File: config.mk
export PLATFORM = sky130hd
export DESIGN_NAME = apbif_regbank
export DESIGN_NICKNAME = d
export VERILOG_FILES = /design/src/rtl/apbif_regbank.sv
export SDC_FILE = /design/constraint.sdc
export NUM_CORES = 1
export LEC_CHECK = 0
export ABC_AREA = 1
export BUFFER_PORTS_ARGS = -buffer_cell sky130_fd_sc_hd__buf_2
export CORE_MARGIN = 2
export CORE_UTILIZATION = 40
export DETAILED_ROUTE_END_ITERATION = 12
export PLACE_DENSITY = 0.76
export REMOVE_ABC_BUFFERS = 1
export SETUP_SLACK_MARGIN = 0.3
export SYNTH_ARGS = -nofsm -noshare
export SYNTH_HDL_FRONTEND = slang
export SYNTH_SLANG_ARGS = --single-unit
File: constraint.sdc
create_clock -name I_APBIF_PCLK -period 2.2 [get_ports I_APBIF_PCLK]
set_input_delay 0.22 -clock I_APBIF_PCLK [delete_from_list [all_inputs] [get_ports I_APBIF_PCLK]]
set_output_delay 0.22 -clock I_APBIF_PCLK [all_outputs]
set_load 0.1 [all_outputs]
File: src/rtl/apbif_regbank.sv
`default_nettype none
// ============================================================================
// Module   : apbif_regbank
// Purpose  : APB3 slave register bank. It provides NUM_RW config words and
//            mirrors NUM_RO core status words. It also has a self-clearing
//            CTRL word (START / SRESET pulses) and a masked W1C interrupt
//            block that drives a registered IRQ line. Programmable wait
//            states and PSLVERR are supported.
// Options  : APBIF_PSTRB_EN - adds I_APBIF_PSTRB byte-lane write qualification.
// Revision : 1.0 - initial release
// ============================================================================
module apbif_regbank #(
  parameter int NUM_RW      = 6,
  parameter int NUM_RO      = 2,
  parameter int NUM_IRQ     = 4,
  parameter int WAIT_STATES = 0,
  parameter int ADDR_W      = 8
) (
  input  logic                  I_APBIF_PCLK,
  input  logic                  I_APBIF_PRESET_N,
  input  logic                  I_APBIF_PSEL,
  input  logic                  I_APBIF_PENABLE,
  input  logic                  I_APBIF_PWRITE,
  input  logic [ADDR_W-1:0]     I_APBIF_PADDR,
  input  logic [31:0]           I_APBIF_PWDATA,
`ifdef APBIF_PSTRB_EN
  input  logic [3:0]            I_APBIF_PSTRB,
`endif
  input  logic [NUM_RO*32-1:0]  I_APBIF_STATUS,
  input  logic [NUM_IRQ-1:0]    I_APBIF_INTR_EVT,
  output logic [31:0]           O_APBIF_PRDATA,
  output logic                  O_APBIF_PREADY,
  output logic                  O_APBIF_PSLVERR,
  output logic [NUM_RW*32-1:0]  O_APBIF_CFG,
  output logic                  O_APBIF_CTRL_START,
  output logic                  O_APBIF_CTRL_RESET,
  output logic                  O_APBIF_IRQ
);

  // Word indices of the special registers that follow the RW and RO blocks.
  localparam int         BASE      = NUM_RW + NUM_RO;
  localparam logic [31:0] C_CTRL_IDX = 32'(BASE);
  localparam logic [31:0] C_STAT_IDX = 32'(BASE + 1);
  localparam logic [31:0] C_MASK_IDX = 32'(BASE + 2);
  localparam logic [3:0]  C_WAIT_LAST = 4'(WAIT_STATES);

  // --------------------------------------------------------------------------
  // Handshake
  // --------------------------------------------------------------------------
  logic        access;
  logic        ready;
  logic [3:0]  wait_cnt;

  assign access = I_APBIF_PSEL & I_APBIF_PENABLE;
  // PREADY is held low while reset is asserted, so every output reads 0 during reset.
  assign ready  = access & (wait_cnt == C_WAIT_LAST) & I_APBIF_PRESET_N;

  // Count ACCESS cycles; restart on completion or whenever the slave is deselected.
  always_ff @(posedge I_APBIF_PCLK or negedge I_APBIF_PRESET_N) begin
    if (!I_APBIF_PRESET_N) begin
      wait_cnt <= '0;
    end else if (!I_APBIF_PSEL || ready) begin
      wait_cnt <= '0;
    end else if (access) begin
      wait_cnt <= wait_cnt + 4'd1;
    end
  end

  // --------------------------------------------------------------------------
  // Address decode
  // --------------------------------------------------------------------------
  logic [31:0] widx;
  logic        hit_rw;
  logic        hit_ro;
  logic        hit_ctrl;
  logic        hit_stat;
  logic        hit_mask;
  logic        unmapped;
  logic        access_err;
  logic        do_commit;
  logic        unused_addr_lsb;

  assign widx     = 32'(I_APBIF_PADDR[ADDR_W-1:2]);
  assign hit_rw   = (widx < 32'(NUM_RW));
  assign hit_ro   = (widx >= 32'(NUM_RW)) && (widx < 32'(BASE));
  assign hit_ctrl = (widx == C_CTRL_IDX);
  assign hit_stat = (widx == C_STAT_IDX);
  assign hit_mask = (widx == C_MASK_IDX);
  assign unmapped = ~(hit_rw | hit_ro | hit_ctrl | hit_stat | hit_mask);

  // An error means either a write to a read-only status word or an access to a hole in the map.
  assign access_err = unmapped | (hit_ro & I_APBIF_PWRITE);
  assign do_commit  = ready & I_APBIF_PWRITE & ~access_err;

  // The byte offset is not decoded. Keep it named so that it is visibly intentional.
  assign unused_addr_lsb = ^I_APBIF_PADDR[1:0];

  // --------------------------------------------------------------------------
  // Byte-lane qualification
  // --------------------------------------------------------------------------
  logic [3:0]  be;
  logic [31:0] bmask;

`ifdef APBIF_PSTRB_EN
  assign be = I_APBIF_PSTRB;
`else
  assign be = 4'hF;
`endif

  assign bmask = {{8{be[3]}}, {8{be[2]}}, {8{be[1]}}, {8{be[0]}}};

  // --------------------------------------------------------------------------
  // Config registers
  // --------------------------------------------------------------------------
  logic [NUM_RW*32-1:0] cfg_q;

  for (genvar i = 0; i < NUM_RW; i++) begin : g_rw
    // Merge the enabled byte lanes of PWDATA into config word i on commit.
    always_ff @(posedge I_APBIF_PCLK or negedge I_APBIF_PRESET_N) begin
      if (!I_APBIF_PRESET_N) begin
        cfg_q[32*i +: 32] <= '0;
      end else if (do_commit && hit_rw && (widx == 32'(i))) begin
        cfg_q[32*i +: 32] <= (cfg_q[32*i +: 32] & ~bmask) | (I_APBIF_PWDATA & bmask);
      end
    end
  end

  // --------------------------------------------------------------------------
  // Control pulses
  // --------------------------------------------------------------------------
  logic ctrl_start_q;
  logic ctrl_reset_q;
  logic ctrl_wr;

  assign ctrl_wr = do_commit & hit_ctrl & be[0];

  // A CTRL write produces one-cycle pulses. The bits are never stored.
  always_ff @(posedge I_APBIF_PCLK or negedge I_APBIF_PRESET_N) begin
    if (!I_APBIF_PRESET_N) begin
      ctrl_start_q <= 1'b0;
      ctrl_reset_q <= 1'b0;
    end else begin
      ctrl_start_q <= ctrl_wr & I_APBIF_PWDATA[0];
      ctrl_reset_q <= ctrl_wr & I_APBIF_PWDATA[1];
    end
  end

  // --------------------------------------------------------------------------
  // Interrupt block
  // --------------------------------------------------------------------------
  logic [NUM_IRQ-1:0] stat_q;
  logic [NUM_IRQ-1:0] mask_q;
  logic [NUM_IRQ-1:0] stat_clr;
  logic               irq_q;

  // Sources that clear status bits: a W1C write, or the soft-reset pulse, which clears everything.
  always_comb begin
    stat_clr = '0;
    if (do_commit && hit_stat && be[0]) begin
      stat_clr = I_APBIF_PWDATA[NUM_IRQ-1:0];
    end
    if (ctrl_reset_q) begin
      stat_clr = '1;
    end
  end

  // Events are ORed in after the clear is applied, so a new event wins over a simultaneous clear.
  always_ff @(posedge I_APBIF_PCLK or negedge I_APBIF_PRESET_N) begin
    if (!I_APBIF_PRESET_N) begin
      stat_q <= '0;
    end else begin
      stat_q <= (stat_q & ~stat_clr) | I_APBIF_INTR_EVT;
    end
  end

  // Interrupt enable mask, writable per byte lane.
  always_ff @(posedge I_APBIF_PCLK or negedge I_APBIF_PRESET_N) begin
    if (!I_APBIF_PRESET_N) begin
      mask_q <= '0;
    end else if (do_commit && hit_mask) begin
      mask_q <= (mask_q & ~bmask[NUM_IRQ-1:0]) | (I_APBIF_PWDATA[NUM_IRQ-1:0] & bmask[NUM_IRQ-1:0]);
    end
  end

  // Registered IRQ, one cycle behind the status and mask registers.
  always_ff @(posedge I_APBIF_PCLK or negedge I_APBIF_PRESET_N) begin
    if (!I_APBIF_PRESET_N) begin
      irq_q <= 1'b0;
    end else begin
      irq_q <= |(stat_q & mask_q);
    end
  end

  // --------------------------------------------------------------------------
  // Read path
  // --------------------------------------------------------------------------
  logic [31:0] rd_word;

  // Select the addressed word. CTRL and unmapped words read 0.
  always_comb begin
    rd_word = '0;
    for (int k = 0; k < NUM_RW; k++) begin
      if (widx == 32'(k)) begin
        rd_word = cfg_q[32*k +: 32];
      end
    end
    for (int k = 0; k < NUM_RO; k++) begin
      if (widx == 32'(NUM_RW + k)) begin
        rd_word = I_APBIF_STATUS[32*k +: 32];
      end
    end
    if (hit_stat) begin
      rd_word[NUM_IRQ-1:0] = stat_q;
    end
    if (hit_mask) begin
      rd_word[NUM_IRQ-1:0] = mask_q;
    end
  end

  assign O_APBIF_PRDATA     = (ready && !access_err) ? rd_word : 32'h0;
  assign O_APBIF_PREADY     = ready;
  assign O_APBIF_PSLVERR    = ready & access_err;
  assign O_APBIF_CFG        = cfg_q;
  assign O_APBIF_CTRL_START = ctrl_start_q;
  assign O_APBIF_CTRL_RESET = ctrl_reset_q;
  assign O_APBIF_IRQ        = irq_q;

endmodule
`default_nettype wire

Word-level counts from Yosys, hierarchy flattened

Cells that the tools add are included.
Widths: inputs -> output; s select.

Reduce and logical (&&, ||, !) cells: 18
Bitwise operators: 21
Order comparisons: 3
Mux-type cells: 15
Equality and inequality tests: 10
Add/sub/neg operators: 1

Operators with widths:

| kind                | number |
|---|---|
| $mux 32             | 9 |
| $logic_not 32->1    | 1 |
| $eq 6x3->1 const B  | 4 |
| $mux 4              | 6 |
| $eq 6x4->1 const B  | 3 |
| $eq 6x2->1 const B  | 2 |
| $logic_and 1x1->1   | 11 |
| $and 1x1->1         | 10 |
| $and 4x4->4         | 2 |
| $eq 6x1->1 const B  | 1 |
| $ge 6x3->1 const B  | 1 |
| $lt 6x3->1 const B  | 1 |
| $lt 6x4->1 const B  | 1 |
| $or 1x1->1          | 5 |
| $add 4x1->4 const B | 1 |
| $logic_not 4->1     | 1 |
| $not 4->4           | 1 |
| $or 4x4->4          | 1 |
| $reduce_or 4->1     | 1 |
| $logic_not 1->1     | 2 |
| $not 1->1           | 2 |
| $reduce_bool 2->1   | 1 |
| $logic_or 1x1->1    | 1 |

Output and inout bits: 229
Word-level logic and storage cells: 80
Flip-flop bits (word level): 207
Input bits: 113

Depth between registers and ports, before layout

Word-level depth: 16
Gate-level depth with buffers: 13
Mapped depth without buffers: 12

Worst setup path before layout

No wires, ideal clock.

Kind: input to output
Start point: input port I_APBIF_PADDR[7]
End point: output port O_APBIF_PRDATA[31]
Required time: 1980 ps
Cell stages on the path: 10
Path slack: -937 ps
Buffers on the path: 1
Arrival: 2917 ps
Cell sequence: nor2_2 nand2_1 nor2_1 clkbuf_1 nand2_1 nand2_1 a21oi_1 nand4_1 nand2_1 a21oi_1

Longest elaborated chain between the ends: 11
Elaborated cells between the ends (all ways): 33
Those cells by class: order compare: 3; eq/ne: 10; mux: 9; bitwise: 7; reduce/logical: 4

RTL lines:

| what                                            | line | RTL |
|---|---|---|
| start: declaration                              | 24   | `input logic [ADDR_W-1:0] I_APBIF_PADDR,` |
| $ge 6x3->1 / $lt 6x4->1 (equally long branches) | 85   | `assign hit_ro = (widx >= 32'(NUM_RW)) && (widx < 32'(BASE));` |
| $logic_and 1x1->1                               | 85   |  |
| $or 1x1->1 (4 in a row)                         | 89   | `assign unmapped = ~(hit_rw \| hit_ro \| hit_ctrl \| hit_stat \| hit_mask);` |
| $not 1->1                                       | 89   |  |
| $or 1x1->1                                      | 92   | `assign access_err = unmapped \| (hit_ro & I_APBIF_PWRITE);` |
| $logic_not 1->1                                 | 220  | `assign O_APBIF_PRDATA = (ready && !access_err) ? rd_word : 32'h0;` |
| $logic_and 1x1->1                               | 220  |  |
| $mux 32 (*)                                     | 220  |  |
| end: declaration                                | 31   | `output logic [31:0] O_APBIF_PRDATA,` |

Mark *: on every way between the ends. The rest lies on a longest branch, timed or not.

Worst setup path in the final report

Start point: register wait_cnt[0]
End point: output port O_APBIF_PRDATA[0]

Longest elaborated chain between the ends: 5

RTL lines:

| what                     | line | RTL |
|---|---|---|
| start: declaration       | 52   | `logic [3:0] wait_cnt;` |
| start signal: assignment | 65   | `wait_cnt <= wait_cnt + 4'd1;` |
| $logic_not 4->1          | 56   | `assign ready = access & (wait_cnt == C_WAIT_LAST) & I_APBIF_PRESET_N;` |
| $and 1x1->1 (2 in a row) | 56   |  |
| $logic_and 1x1->1        | 220  |  |
| $mux 32                  | 220  |  |

No other way between the ends.

==> reports/metrics.csv <==
metric,value,unit
required,1980,ps
syn_to_final_growth,67.5,%
vdd.ir_drop.worst,0.496,mV
dpl_worst_slack,-107,ps
p_sw_share,23.3,%
die_area,0.0254,sq mm
seq_area_frac_synth,53.6,%
critPathLaunchType,register,
rrSetupSlack,-150,ps
seqPwrFrac,44.0,%
timing.final.crit_share,112,%
gp_congestion,0.880,
grt_max_degree,117,
vias,11400,
grt_pass1_vias,10200,
max_cap_violations,0,
setup_tns,-19280,ps
rows,56,
clk_latency,520,ps
synth_seq_cells,207,
nNetsFinal,1775,
leakagePower,0.00827,uW
rsz0062_at_grt,true,
antenna_left,0,
drtIter0Drc,1346,
min_path_type,input port to register,
portBuffers,339,
cts_sinks,207,
crit_path_max_fanout,4,
max_clock_freq,407,MHz
dpl_cell_area,0.0128,sq mm
failed_checks,setup timing,
power,8730,uW
setup_viol,209,
powerDensity,539,mW/mm^2
synth_edf_count,0,
synth.avg_cell_area,7.91,sq um
final_common_cell,buf_2,
crit_type,register to output pin,
p_comb_share,7.4,%
period_needed,2460,ps
synth_top_flop_cell,dfrtp_1,
io_pins,342,
fin_skew,23.0,ps
finalWorstSetupSlack,-257,ps
hold_violations,0,
drive_gt1_share,44.3,%
ctsRootBufferMaster,clkbuf_16,
drt-vias-per-instance,5.73,
wl_per_cell,23.1,um
antenna_found_initial,0,
grt_pass1_wl,57800,um
design_area,0.0162,sq mm
arrival,2240,ps
cp-end-kind,output pin,
netlist_area,0.00966,sq mm
fillers,1731,
core_area,0.0236,sq mm
synth_cell_types,26,
slew_headroom,47.9,%
cts.path.max_buffers,3,
yosysTopAreaCell,dfrtp_1,
cts_tree,built,
synth_warnings,0,
intPower,6690,uW
hpwl,23900,um
die_w,159,um
syn_inst,1222,
path_clk_slew,60,ps
worst_slew_pin_slew,782,ps
route.detailed.drc,0,
p_sw,2040,uW
dr.pass1.iters,7,
status,finished with violations,
final_cell_mix,"304 x buf_2, 303 x nand2_1, 207 x dfrtp_1, 144 x o21ai_1, 73 x a21oi_1",
wirelength,46100,um
grtUsageTotal,29.0,%
cts_made_buffers,23,
drv_slew,0,
grt-ovfl-total,0,
clockPowerShare,48.6,%
synth_async_sr_flop_share,100,%
h-tree-depth,1,
synthTopCellsByArea,"dfrtp_1 54%, nand2_1 16%, o21ai_1 10%",
synth_top_area_share,53.6,%
start_util,40.9,%
die_h,159,um
[sequential cells by signal, summed over array words and instances, names as in the netlist]
register / flops
O_APBIF_CFG: 192
O_APBIF_CTRL_RESET: 1
O_APBIF_CTRL_START: 1
O_APBIF_IRQ: 1
mask_q: 4
stat_q: 4
wait_cnt: 4
[cells in the mapped netlist, types with 2 or more instances]
cell,number
nand2_4,6
inv_2,2
nand2_1,401
o21ai_1,194
ha_1,2
a21oi_1,86
nand4_1,28
inv_1,85
buf_2,39
or2_2,3
clkbuf_1,25
nor2_1,69
o21ai_0,25
dfrtp_1,207
nand3_1,35
nor2_2,4
xor2_1,2
[critical path, stage by stage, from the launching register on]
cell     delay (ps)
dfrtp_1         400
inv_2            90
ha_4            130
nand4_1         180
nor2_4          250
buf_6           130
buf_8           120
o21ai_2          70
a21oi_2         160
buf_12          190
[layer usage]
layer	part of all wire, %	track usage (%)	vias up
met5	0	0	-
met4	4.8	11.1	0
met3	13	6.41	191
met2	46	48.5	884
met1	37	36.9	5446
li1	-	-	4900
[cell families after synthesis]
family	share of synthesized area (%)
AND/OR/NAND/NOR	23.5
flip-flops	53.6
AO/OA/AOI/OAI	16.0
XOR/XNOR	0.181
adder cells (fa/ha/maj)	0.259
buffers and inverters	6.45
[timing repair]
item | in CTS | in global routing
setup endpoints to repair | 230 | 235
gates resized for setup | 56 | 248
hold buffers | 10 | 0
hold endpoints to repair | 36 | 0
pin swaps | 6 | 11
gates cloned | 11 | 45
setup buffers | 10 | 16
[final timing paths]
check	cells past startpoint	start	to
max	9	wait_cnt[0]	O_APBIF_PRDATA[0]
min	3	I_APBIF_PWDATA[12]	O_APBIF_CFG[172]
max in group asynchronous	4	I_APBIF_PRESET_N	O_APBIF_CFG[50]
min in group asynchronous	3	I_APBIF_PRESET_N	O_APBIF_CFG[158]
max reg2reg	14	wait_cnt[0]	O_APBIF_CFG[87]
min reg2reg	2	mask_q[2]	mask_q[2]
[through the flow]
| stage | util [%] | instances | hold slack [ps] |
|---|---|---|---|
| after floorplan | - | 1157 | -75.6 |
| after global placement | 54.1 | 1862 | 327 |
| after detailed placement | 54.1 | 1862 | 324 |
| after CTS | 60.3 | 1932 | 23.0 |
| after global routing | 68.5 | 1993 | 50.0 |
| final | 68.5 | 1994 | 41.6 |
[power groups by stage]
stage / clock network, uW / registers, uW / logic [uW]
6_report: 4240 / 3840 / 646
2_1_floorplan: 0 / 3930 / 167
3_3_place_gp: 0 / 3910 / 475
4_1_cts: 4240 / 3840 / 554
5_1_grt: 4440 / 3840 / 695
3_5_place_dp: 0 / 3920 / 483
[cell type report]
cell class | instances | area [sq um] | area share [%]
clock inverter | 10 | 181 | 1.12
multi-input combinational | 867 | 4830 | 29.8
timing repair buffer | 473 | 4620 | 28.5
antenna | 1 | 2.50 | 0.0155
sequential | 207 | 5180 | 32.0
inverter | 88 | 335 | 2.07
clock buffer | 29 | 638 | 3.94
tap | 319 | 399 | 2.47
Power figures use the tool's default switching activity.
